## config.mk

```make
export PLATFORM = sky130hd
export DESIGN_NAME = rand_int_arbiter
export DESIGN_NICKNAME = d
export VERILOG_FILES = /design/src/rtl/rand_int_arbiter.sv
export SDC_FILE = /design/constraint.sdc
export NUM_CORES = 1
export LEC_CHECK = 0
export CORE_MARGIN = 2
export CORE_UTILIZATION = 46
export CTS_CLUSTER_SIZE = 16
export DETAILED_ROUTE_END_ITERATION = 7
export PLACE_DENSITY_LB_ADDON = 0.05
export SYNTH_ARGS = -nofsm -noshare
export SYNTH_HDL_FRONTEND = slang
export SYNTH_SLANG_ARGS = --single-unit
```

## constraint.sdc

```tcl
create_clock -name neuron_clk -period 2.2 [get_ports neuron_clk]
set_input_delay 0.44 -clock neuron_clk [delete_from_list [all_inputs] [get_ports neuron_clk]]
set_output_delay 0.44 -clock neuron_clk [all_outputs]
set_load 0.005 [all_outputs]
```

## src/rtl/rand_int_arbiter.sv

```systemverilog
// Shares one 32-bit Galois LFSR among N_REQ requesters; each grant draws fresh noise bits into the low bits of that requester's base word.
// Optional macro RAND_ARB_FIXED_PRIO_EN selects fixed (lowest index wins) priority instead of round-robin.
module rand_int_arbiter #(
  parameter int          N_REQ      = 4,
  parameter int          NOISE_BITS = 10,
  parameter logic [31:0] SEED       = 32'h5EED1234
) (
  input  logic               neuron_clk,
  input  logic               reset_global_n,
  input  logic [N_REQ-1:0]   req,
  input  logic [32*N_REQ-1:0] i_in,
  output logic [N_REQ-1:0]   gnt,
  output logic [31:0]        i_rand_out,
  output logic               out_valid,
  output logic [3:0]         out_id,
  output logic               busy
);

  localparam logic [31:0] SEED_EFF = (SEED == 32'h0) ? 32'h1 : SEED;
  localparam logic [31:0] TAPS     = 32'hA3000000;

  typedef enum logic [1:0] {
    IDLE = 2'd0,
    DRAW = 2'd1,
    OUT  = 2'd2
  } state_t;

  state_t             state_q, state_d;
  logic [31:0]        lfsr_q, lfsr_next;
  logic [31:0]        base_q;
  logic [3:0]         id_q;
  logic [N_REQ-1:0]   gnt_q;
  logic [31:0]        i_rand_out_q;
  logic               out_valid_q;
  logic [3:0]         out_id_q;

  logic               win_found;
  logic [3:0]         win_id;
  logic [31:0]        win_base;
  logic [N_REQ-1:0]   win_onehot;

`ifndef RAND_ARB_FIXED_PRIO_EN
  logic [3:0]         last_grant_q;
`endif

  assign lfsr_next = {1'b0, lfsr_q[31:1]} ^ (lfsr_q[0] ? TAPS : 32'h0);

  // Winner search. Round-robin runs two passes: first the requesters above
  // last_grant, then wraps to the lowest asserted index.
  always_comb begin
    // NOTE: every combinationally assigned signal gets a default first so no latch is inferred.
    win_found  = 1'b0;
    win_id     = 4'd0;
    win_base   = 32'h0;
    win_onehot = '0;
`ifndef RAND_ARB_FIXED_PRIO_EN
    for (int i = 0; i < N_REQ; i++) begin
      if (!win_found && req[i] && (4'(i) > last_grant_q)) begin
        win_found     = 1'b1;
        win_id        = 4'(i);
        win_base      = i_in[32*i +: 32];
        win_onehot[i] = 1'b1;
      end
    end
`endif
    for (int i = 0; i < N_REQ; i++) begin
      if (!win_found && req[i]) begin
        win_found     = 1'b1;
        win_id        = 4'(i);
        win_base      = i_in[32*i +: 32];
        win_onehot[i] = 1'b1;
      end
    end
  end

  always_comb begin
    state_d = state_q;
    unique case (state_q)
      IDLE:    if (win_found) state_d = DRAW;
      DRAW:    state_d = OUT;
      OUT:     state_d = IDLE;
      default: state_d = IDLE;
    endcase
  end

  always_ff @(posedge neuron_clk or negedge reset_global_n) begin
    if (!reset_global_n) state_q <= IDLE;
    else                 state_q <= state_d;
  end

  // Datapath. The LFSR moves only at the DRAW edge, so idle time never
  // perturbs the noise sequence.
  always_ff @(posedge neuron_clk or negedge reset_global_n) begin
    if (!reset_global_n) begin
      lfsr_q       <= SEED_EFF;
      base_q       <= 32'h0;
      id_q         <= 4'd0;
      gnt_q        <= '0;
      i_rand_out_q <= 32'h0;
      out_valid_q  <= 1'b0;
      out_id_q     <= 4'd0;
    end else begin
      // NOTE: sequential state uses non-blocking assignments so every register samples pre-edge values.
      gnt_q       <= '0;
      out_valid_q <= 1'b0;
      unique case (state_q)
        IDLE: begin
          if (win_found) begin
            gnt_q  <= win_onehot;
            base_q <= win_base;
            id_q   <= win_id;
          end
        end
        DRAW: begin
          lfsr_q       <= lfsr_next;
          i_rand_out_q <= {base_q[31:NOISE_BITS], lfsr_next[NOISE_BITS-1:0]};
          out_valid_q  <= 1'b1;
          out_id_q     <= id_q;
        end
        default: ;
      endcase
    end
  end

`ifndef RAND_ARB_FIXED_PRIO_EN
  always_ff @(posedge neuron_clk or negedge reset_global_n) begin
    if (!reset_global_n)                    last_grant_q <= 4'(N_REQ - 1);
    else if (state_q == IDLE && win_found)  last_grant_q <= win_id;
  end
`endif

  assign gnt        = gnt_q;
  assign i_rand_out = i_rand_out_q;
  assign out_valid  = out_valid_q;
  assign out_id     = out_id_q;
  assign busy       = (state_q != IDLE);

endmodule

```

==> flow_metrics.env <==
export IMPL_num_io_pins=176
export IMPL_period_minus_slack_ns=2.128
export IMPL_power_frac_comb=0.481
export IMPL_drtIter0Drc=405
export IMPL_port_buffers=133
export IMPL_slew_headroom=0.5696
export IMPL_worstReg2RegStart="last_grant_q[0]"
export IMPL_tightestPinTransition_ns=0.6449
export IMPL_grt_max_degree=66
export IMPL_cts_reportedPaths_clkPinSlew_ns=0.07
export IMPL_syn_area_mm2=0.005249
export IMPL_pwr_share_seq=0.314
export IMPL_fin_nets=856
export IMPL_clkSinkCount=93
export IMPL_wl_per_cell_um=18.38
export IMPL_nFillCells=935
export IMPL_peakVddDrop_uv=515.5
export IMPL_cts_root_buffer="clkbuf_16"
export IMPL_final_util=0.6337
export IMPL_synth_edf_count=0
export IMPL_wl_met2_um=7343
export IMPL_place_inst=853
export IMPL_netlist_top_cells_count="196 x nand2_1, 75 x dfrtp_1, 34 x clkbuf_1"
export IMPL_cts_buffers=9
export IMPL_setup_slack_ns=0.07225
export IMPL_syn_avg_cell_area_um2=8.792
export IMPL_antenna_found_initial=0
export IMPL_netlist_cell_type_count=40
export IMPL_vias_per_cell=5.914
export IMPL_finClkSkew_ns=0.009970
export IMPL_fp_dieH_um=110.8
export IMPL_setup_viol=0
export IMPL_fp_dieArea_mm2=0.01228
export IMPL_fmax_mhz=470.0
export IMPL_drv_slew=0
export IMPL_path_max_fanout=11
export IMPL_clock_power_share=0.206
export IMPL_fin_crit_sh=0.9672
export IMPL_std_cell_rows=39
export IMPL_rsz0062_at_grt="no"
export IMPL_cts_tree="built"
export IMPL_power_total_mw=8.246
export IMPL_setup_tns_ns=0
export IMPL_final_cells=870
export IMPL_topRoutingLayerUsed="met4"
export IMPL_die_w_um=110.8
export IMPL_ys_warnings_count=0
export IMPL_syn2layout_area_growth_pct=36.09
export IMPL_track_usage=0.2595
export IMPL_cts_max_level=3
export IMPL_synth_cells=597
export IMPL_hold_path_class="in -> async"
export IMPL_gp_congestion=0.9634
export IMPL_hpwl_um=11120
export IMPL_synth_top_flop_cell="dfrtp_1"
export IMPL_ant_nets=0
export IMPL_crit_arrival_ns=2.38
export IMPL_grt_overflow=0
export IMPL_p_sw_mw=3.230
export IMPL_leakage_nw=3.030
export IMPL_antenna_cells=0
export IMPL_ys_top_cells_by_area="dfrtp_1 36%, nand2_1 14%, dfstp_2 9.0%"
export IMPL_path_class="in -> reg"
export IMPL_layout_drive_gt1_share=0.1733
export IMPL_cp_startpoint="req[3]"
export IMPL_drt_pass1_iter_count=8
export IMPL_cp_start_kind="input pin"
export IMPL_grt_pass1_vias=5152
export IMPL_crit_required_ns=2.45
export IMPL_cts_setup_buffers=0
export IMPL_max_clock_path_buffers=2
export IMPL_yosysTopAreaCellShare=0.3576
export IMPL_async_reset_ff_frac=1.000
export IMPL_yosysSeqAreaShare=0.4477
export IMPL_core_area_mm2=0.01127
export IMPL_initial_utilization=0.4656
export IMPL_powerDensity_mw_per_mm2=1154
export IMPL_endpoint_kind="flop"
export IMPL_yosysMostFrequentCell="nand2_1"
export IMPL_outcome="complete, no violations"
export IMPL_swShare=0.3917
export IMPL_clk_latency_ns=0.34
export IMPL_dr_wl_met3_um=1403
export IMPL_drv_cap=0
export IMPL_yosys_area_top_type="dfrtp_1"
export IMPL_dpl_worst_slack_ns=-0.2815
export IMPL_wirelength_um=15990
export IMPL_finalHoldViolCount=0
export IMPL_met1Wirelength_um=6828
export IMPL_vias=5145
export IMPL_p_int_mw=5.016
export IMPL_drc=0
export IMPL_ys_seq_elements=93
export IMPL_grt_first_pass_wirelength_um=25740
-- sequential cells by signal (all words and copies together) (netlist names) --
signal / flops
base_q: 22
gnt: 4
i_rand_out: 26
id_q: 2
last_grant_q: 2
lfsr_q: 32
out_id: 2
out_valid: 1
state_q: 2
-- cells by family (layout without fill, tap and decap cells) --
logic type,Yosys count,after routing,synth area share
buffers and inverters,66,194,0.06341
DFF,93,93,0.4477
xor gates and xnor gates,3,3,0.005007
other,1,2,0.0007145
AOI/OAI and AO/OA,130,130,0.2052
and+or+nand+nor,304,305,0.2780
-- cell type report --
type                            count  area (um2)  area share
Multi-Input combinational cell    440        2594      0.3631
Sequential cell                    93        2350      0.3290
Timing Repair Buffer              173        1679      0.2351
Clock buffer                       10       229.0     0.03205
Tap cell                          143       178.9     0.02505
Clock inverter                      6       93.84     0.01314
Inverter                            5       18.77    0.002627
-- power by group through the flow --
stage	Sequential [mW]	Clock (mW)	Combinational [mW]
final	2.59	1.70	3.96
after global routing	2.65	1.80	4.34
after CTS	2.59	1.72	3.94
after detailed placement	2.62	0	3.92
after global placement	2.61	0	3.87
after floorplan	2.53	0	2.43
-- timing repair --
action,in CTS,in global routing
hold endpoints to repair,0,0
gates resized for setup,0,1
setup endpoints to repair,0,5
hold buffers,0,0
-- critical path, cell delays in order --
cell             delay, ns
clkdlybuf4s50_1       0.46
a21bo_2               0.24
nand2_1               0.16
nor2_2                0.57
o311ai_1              0.23
a221oi_2              0.27
-- worst paths after layout --
| check | end | slack, ns | cells past startpoint |
|---|---|---|---|
| worst max-delay path | base_q[11] | 0.07 | 6 |
| worst min-delay path | out_valid | 0.04 | 1 |
| worst max register to register | base_q[11] | 0.09 | 5 |
| worst min register to register | lfsr_q[18] | 0.45 | 2 |
| max in group asynchronous | lfsr_q[22] | 1.43 | 2 |
| min in group neuron_clk | lfsr_q[18] | 0.45 | 2 |
-- layer usage --
metal | vias to the layer above | GRT usage
li1 | 2360 | -
met1 | 2434 | 0.3580
met2 | 317 | 0.4074
met3 | 34 | 0.05358
met4 | 0 | 0.09333
met5 | - | 0
-- cell usage in the layout, fill, tap and decap left out, types with 2 or more instances in the layout --
master and instances:
a21oi_1 25, a221oi_1 21, a221oi_2 21, buf_12 4, buf_4 37, bufinv_16 2, clkbuf_16 9, clkdlybuf4s50_1 132
conb_1 2, dfrtp_1 75, dfstp_2 18, inv_1 4, inv_6 2, nand2_1 196, nand2b_1 3, nand3_1 22
nand4_1 2, nor2_1 25, nor2_2 2, nor3_1 2, nor3b_2 21, o21a_1 3, o21ai_0 7, o22ai_1 23
o311ai_1 21, or3_1 24, xnor2_1 3
-- metrics by stage --
stage	hold WS (ns)	instance area, um2
final	0.03540	7143
after floorplan	0.1444	5253
after CTS	0.05214	7137
after global placement	0.4108	6814
after detailed placement	0.4195	6814
after global routing	0.05932	7143
Note: power is estimated with default switching activity, not from simulation.
